### src/rtl/uart_rx_core.sv
// UART receiver: 2-flop synchronized input, majority-vote oversampling, LSB-first data, optional parity.
// All bit timing counts ce ticks; dataout/ready/error are registered together on the STOP clock.
module uart_rx_core #(
  parameter int DATA_WIDTH    = 8,
  parameter int COUNTER_WIDTH = 24,
  parameter int SAMPLE_COUNT  = 3
) (
  input  logic                       clk,
  input  logic                       rst,
  input  logic                       ce,
  input  logic                       uart_rxpin,
  input  logic [COUNTER_WIDTH+7:0]   settings,
  output logic [DATA_WIDTH-1:0]      dataout,
  output logic                       uart_rx_ready,
  output logic                       uart_rx_error
);

  localparam int VW    = $clog2(SAMPLE_COUNT + 1);
  localparam int SHIFT = $clog2(SAMPLE_COUNT + 1);
  localparam int IW    = $clog2(DATA_WIDTH + 1);
  localparam logic [VW-1:0] VOTE_MAX  = VW'(SAMPLE_COUNT);
  localparam logic [VW-1:0] VOTE_HALF = VW'(SAMPLE_COUNT / 2);
  localparam logic [IW-1:0] DW_BITS   = IW'(DATA_WIDTH);

  typedef enum logic [2:0] {IDLE, START, READ, PARITY, STOP} state_t;
  state_t state, state_nxt;

  logic                     rx_meta, rx_sync;
  logic [COUNTER_WIDTH-1:0] period_q, period_cnt, period_inc;
  logic [COUNTER_WIDTH-1:0] intv_cnt, intv_inc, intv;
  logic [IW-1:0]            databits_q, bit_idx;
  logic [1:0]               parity_q;
  logic [VW-1:0]            vote, smp_cnt;
  logic [DATA_WIDTH-1:0]    word;
  logic                     par_acc, par_err;
  logic                     vote_bit, boundary, sample_hit, last_bit;
  logic [3:0]               db_raw;
  logic                     unused_stopbits;

  assign db_raw          = settings[COUNTER_WIDTH+3:COUNTER_WIDTH];
  assign unused_stopbits = ^settings[COUNTER_WIDTH+7:COUNTER_WIDTH+6];

  // Sample interval is P/(SAMPLE_COUNT+1); SAMPLE_COUNT+1 is a power of two.
  always_comb begin
    intv = period_q >> SHIFT;
    if (intv == '0) intv = COUNTER_WIDTH'(1);
  end

  assign period_inc = period_cnt + COUNTER_WIDTH'(1);
  assign intv_inc   = intv_cnt + COUNTER_WIDTH'(1);
  assign vote_bit   = (vote > VOTE_HALF);
  assign boundary   = ce && (state != IDLE) && (period_inc == period_q);
  assign sample_hit = ce && (state != IDLE) && (intv_inc == intv) && (smp_cnt != VOTE_MAX);
  assign last_bit   = ((bit_idx + IW'(1)) == databits_q);

  always_comb begin
    par_err = 1'b0;
    case (parity_q)
      2'd1:    par_err = ~par_acc;
      2'd2:    par_err = par_acc;
      2'd3:    par_err = 1'b1;
      default: par_err = 1'b0;
    endcase
  end

  always_ff @(posedge clk or posedge rst) begin
    if (rst) begin
      rx_meta <= 1'b1;
      rx_sync <= 1'b1;
    end else begin
      rx_meta <= uart_rxpin;
      rx_sync <= rx_meta;
    end
  end

  always_ff @(posedge clk or posedge rst) begin
    if (rst) state <= IDLE;
    else     state <= state_nxt;
  end

  always_comb begin
    state_nxt = state;
    case (state)
      IDLE:    if (ce && !rx_sync) state_nxt = START;
      START:   if (boundary) state_nxt = vote_bit ? IDLE : READ;
      READ:    if (boundary && last_bit) state_nxt = PARITY;
      PARITY:  if ((parity_q == 2'd0) || boundary) state_nxt = STOP;
      STOP:    state_nxt = IDLE;
      default: state_nxt = IDLE;
    endcase
  end

  // Frame settings track the input while idle and freeze once a start edge is taken.
  always_ff @(posedge clk or posedge rst) begin
    if (rst) begin
      period_q   <= '0;
      databits_q <= DW_BITS;
      parity_q   <= 2'd0;
    end else if (state == IDLE) begin
      period_q   <= settings[COUNTER_WIDTH-1:0];
      databits_q <= ((db_raw == 4'd0) || (int'(db_raw) > DATA_WIDTH)) ? DW_BITS : IW'(db_raw);
      parity_q   <= settings[COUNTER_WIDTH+5:COUNTER_WIDTH+4];
    end
  end

  // Vote counter carries over between bits; saturation gives hysteresis against glitches.
  always_ff @(posedge clk or posedge rst) begin
    if (rst) begin
      period_cnt <= '0;
      intv_cnt   <= '0;
      smp_cnt    <= '0;
      vote       <= VOTE_MAX;
    end else if ((state == IDLE) || boundary) begin
      period_cnt <= '0;
      intv_cnt   <= '0;
      smp_cnt    <= '0;
      if (state == IDLE) vote <= VOTE_MAX;
    end else if (ce) begin
      period_cnt <= period_inc;
      if (sample_hit) begin
        intv_cnt <= '0;
        smp_cnt  <= smp_cnt + VW'(1);
        if (rx_sync) begin
          if (vote != VOTE_MAX) vote <= vote + VW'(1);
        end else if (vote != '0) begin
          vote <= vote - VW'(1);
        end
      end else begin
        intv_cnt <= intv_inc;
      end
    end
  end

  always_ff @(posedge clk or posedge rst) begin
    if (rst) begin
      word          <= '0;
      bit_idx       <= '0;
      par_acc       <= 1'b0;
      dataout       <= '0;
      uart_rx_ready <= 1'b0;
      uart_rx_error <= 1'b0;
    end else begin
      uart_rx_ready <= 1'b0;
      uart_rx_error <= 1'b0;
      case (state)
        START: begin
          if (boundary) begin
            word    <= '0;
            bit_idx <= '0;
            par_acc <= 1'b0;
          end
        end
        READ: begin
          if (boundary) begin
            word    <= word | (DATA_WIDTH'(vote_bit) << bit_idx);
            bit_idx <= bit_idx + IW'(1);
            par_acc <= par_acc ^ vote_bit;
          end
        end
        PARITY: begin
          if (boundary && (parity_q != 2'd0)) par_acc <= par_acc ^ vote_bit;
        end
        STOP: begin
          dataout       <= word;
          uart_rx_ready <= 1'b1;
          uart_rx_error <= par_err;
        end
        default: ;
      endcase
    end
  end

endmodule

### config.mk
export PLATFORM = sky130hd
export DESIGN_NAME = uart_rx_core
export DESIGN_NICKNAME = d
export VERILOG_FILES = /design/src/rtl/uart_rx_core.sv
export SDC_FILE = /design/constraint.sdc
export NUM_CORES = 1
export LEC_CHECK = 0
export ABC_AREA = 1
export CORE_UTILIZATION = 30
export DETAILED_ROUTE_END_ITERATION = 8
export SYNTH_ARGS = -nofsm -noshare
export SYNTH_HDL_FRONTEND = slang
export SYNTH_SLANG_ARGS = --single-unit
### constraint.sdc
create_clock -name clk -period 8.3 [get_ports clk]
set_input_delay 1.66 -clock clk [delete_from_list [all_inputs] [get_ports clk]]
set_output_delay 1.66 -clock clk [all_outputs]
set_load 0.02 [all_outputs]
==> results.md <==
- Final Instance Count excl. Fillers: between 1000 and 1500
- Fillers: approximately 2400
- Sink Count: 110
- Syn_nets: about 1100
- CP max stage cell: nand2_1
- Via-to-Cell Ratio: roughly 4.9
- Largest net degree at the start of global routing: 77
- Share of cells above drive strength 1: under 10%
- Root Buffer: clkbuf_16
- Final setup vio count: 0
- Crit path DAT: ~4.7 ns
- Register area share after synthesis: around 39%
- Kind of critical path: in -> reg
- Number of synthesized register bits: 110
- Area of the mapped netlist: ~0.0071 mm^2
- Skew-Pair Late Insertion Delay: about 0.38 ns
- Overall Power: roughly 0.0022 W
- Outcome: complete, no violations
- Core Area: around 0.023 mm^2
- Num CTS Buffers: 9
- CP Cell Sequence: clkdlybuf4s50_1 > inv_1 > a21oi_2 > buf_4 > nand2_1 > nor2_1 > nand3_1 > nor2_1 > nand2_1 > nor2_2 > nand2_2 > nor2_4 > nand2_4 > nand2_1 > o21ai_0
- Chip Width: roughly 160 um
- Fin. max-slew vios: 0
- Dpl hpwl: 15000 um
- Diodes inserted: 0
- CTS max path bufs: 2
- Grt total ovfl: 0
- Post-CTS resize count: 0
- DRT iter0 DRCs: 500
- Hold Path Class: reg -> reg
- Crit end category: flop
- Worst EP required: roughly 8.5 ns
- Nets: around 1100
- Gr usage total: between 10% and 20%
- Design area: 0.00818 mm^2
- Post-CTS Setup Bufs: 0
- Static leakage: about 3.8 nW
- Antenna-violating nets left: 0
- Global-route wire length before repair: 33300 um
- Reg area: between 0.002 and 0.003 mm^2
- Gpl congestion: about 0.88
- Crit Path Max Fanout: 21
- Mapped Cells: around 1000
- Initial antenna violation count: 0
- Setup TNS: 0 ns
- Area grow syn2layout: 15.6%
- CTS H-tree lvls: 3
- Synth Area per Inst: 6.78 um^2
- Drt first pass iters: 6
- DRT Wirelength: about 20000 um
- Footprint of the multi-input gates: roughly 0.0037 mm^2
- Relative slew slack: a little under a third
- IO Pins: 46
- Commonest non-fill, non-tap cells in the layout: nand2_1 (344), inv_1 (143), nand3_1 (110)
- P per Cell Area: 264 mW/mm^2
- Die area: approximately 0.024 mm^2
- Cts hold-fix bufs: 0
- Worst-case hold slack: about 0.36 ns
- Initial core utilization: 30.9%
- Die Y: approximately 160 um
- Layout Skew: about 0.018 ns
- Post-synthesis cell type count: 36
- # DRC: 0
- Crit share post-route: around 54%
- Vias: ~7000
- CTS tree: yes
- Buffers on Ports: between 40 and 50
- Peak VDD IR: 0.105 mV
- DR WL/cell: about 15 um
- CP max stage delay: 0.77 ns
- Number of global-route vias before repair: 6391
- Max-Cap Viols: 0
- Hold path depth: 0
- Cell depth of the worst flop-to-flop path: 12
- RSZ-0062 raised after global routing: false
- Area post-placement: about 0.0079 mm^2
- Rows: 55
- Commonest non-fill, non-tap cell in the layout: nand2_1
- Syn. warnings: 0
- Final hold viol count: 0
- Worst-Margin Slew: approximately 1.0 ns
- Crit-path most repeated cell: nand2_1
- Worst-path clk slew: 0.10 ns
- Type of origin of the critical path: input pin
- Placed insts: 1387
- Min Tclk post-route: roughly 4.5 ns
- Fmax: roughly 0.22 GHz
[critical path, delay by kind of cell]
kind	cells	cell delay [ns]
buffers and inverters	3	0.97
AND/OR/NAND/NOR	10	1.74
AO/OA/AOI/OAI	2	0.28
[worst paths after layout]
check / startpoint / end / slack, ns
worst max-delay path: ce / period_cnt[16] / 3.84
worst min-delay path: rx_meta / rx_sync / 0.36
worst max register to register: intv_cnt[0] / intv_cnt[6] / 4.88
worst min register to register: rx_meta / rx_sync / 0.36
max in group asynchronous: rst / period_q[19] / 5.25
min in group asynchronous: rst / uart_rx_error / 1.65
[sequential cells by signal, summed over array words and instances (netlist names), 3 cells and up]
register and flops:
bit_idx 4, period_q 24, dataout 8, intv_cnt 24
period_cnt 24, databits_q 4, word 8, state 3
[metrics by stage]
step	utilization, %	setup slack (ns)
floorplan	-	3.75
global placement	34.3	3.57
detailed placement	34.3	3.48
CTS	35.7	3.89
global route	35.7	3.65
finish	35.7	3.84
[synth_stat cells, drive strengths merged]
| library cell | instances | area share (%) |
|---|---|---|
| nand2 | 363 | 20 |
| inv | 145 | 7.7 |
| nand3 | 112 | 8.1 |
| nor2 | 112 | 7.5 |
| dfrtp | 105 | 37 |
| o21ai | 71 | 5.0 |
| o22ai | 31 | 2.7 |
| nand4 | 23 | 2.0 |
| a21oi | 13 | 1.3 |
| clkbuf | 12 | 0.64 |
| ha | 8 | 1.4 |
| nor3 | 8 | 0.57 |
| buf | 6 | 0.55 |
| xor2 | 6 | 0.74 |
| dfstp | 5 | 1.9 |
| nand3b | 5 | 0.71 |
| or2 | 5 | 0.44 |
| xnor2 | 4 | 0.49 |
| and2 | 2 | 0.18 |
| clkinv | 2 | 0.11 |
| o21bai | 2 | 0.21 |
| a31oi | 1 | 0.088 |
| o311ai | 1 | 0.12 |
| o31ai | 1 | 0.11 |
| xnor3 | 1 | 0.32 |
[where the power goes]
part	leakage [nW]	switching (W)	internal, W	total, W
registers	1.38	0.000130	0.000659	0.000790
logic	2.28	0.000603	0.000292	0.000895
clock network	0.157	0.000255	0.000224	0.000479
total	3.82	0.000988	0.00118	0.00216
[layout make-up]
| cell class | instances | area share, % |
|---|---|---|
| inverters | 147 | 6.77 |
| multi-input cells | 769 | 45.0 |
| clock buffers | 9 | 2.75 |
| well taps | 313 | 4.79 |
| repair buffers | 48 | 5.72 |
| flip-flops and latches | 110 | 33.7 |
| clock inverters | 7 | 1.24 |
[per-layer routing]
metal	vias up	track usage, %	part of all wire [%]
met5	-	0	0
met1	3169	25.0	49
met4	0	5.51	2.0
met2	193	27.6	44
li1	3435	-	-
met3	25	2.42	5.0
[kinds of logic after synthesis]
group,Yosys count,share of synthesized area [%]
AOI/OAI and AO/OA,120,9.58
xor gates and xnor gates,11,1.56
adders and majority gates,8,1.41
buffers and inverters,165,8.98
DFF,110,39.0
and+or+nand+nor,630,39.5
(Power assumes the default switching activity.)
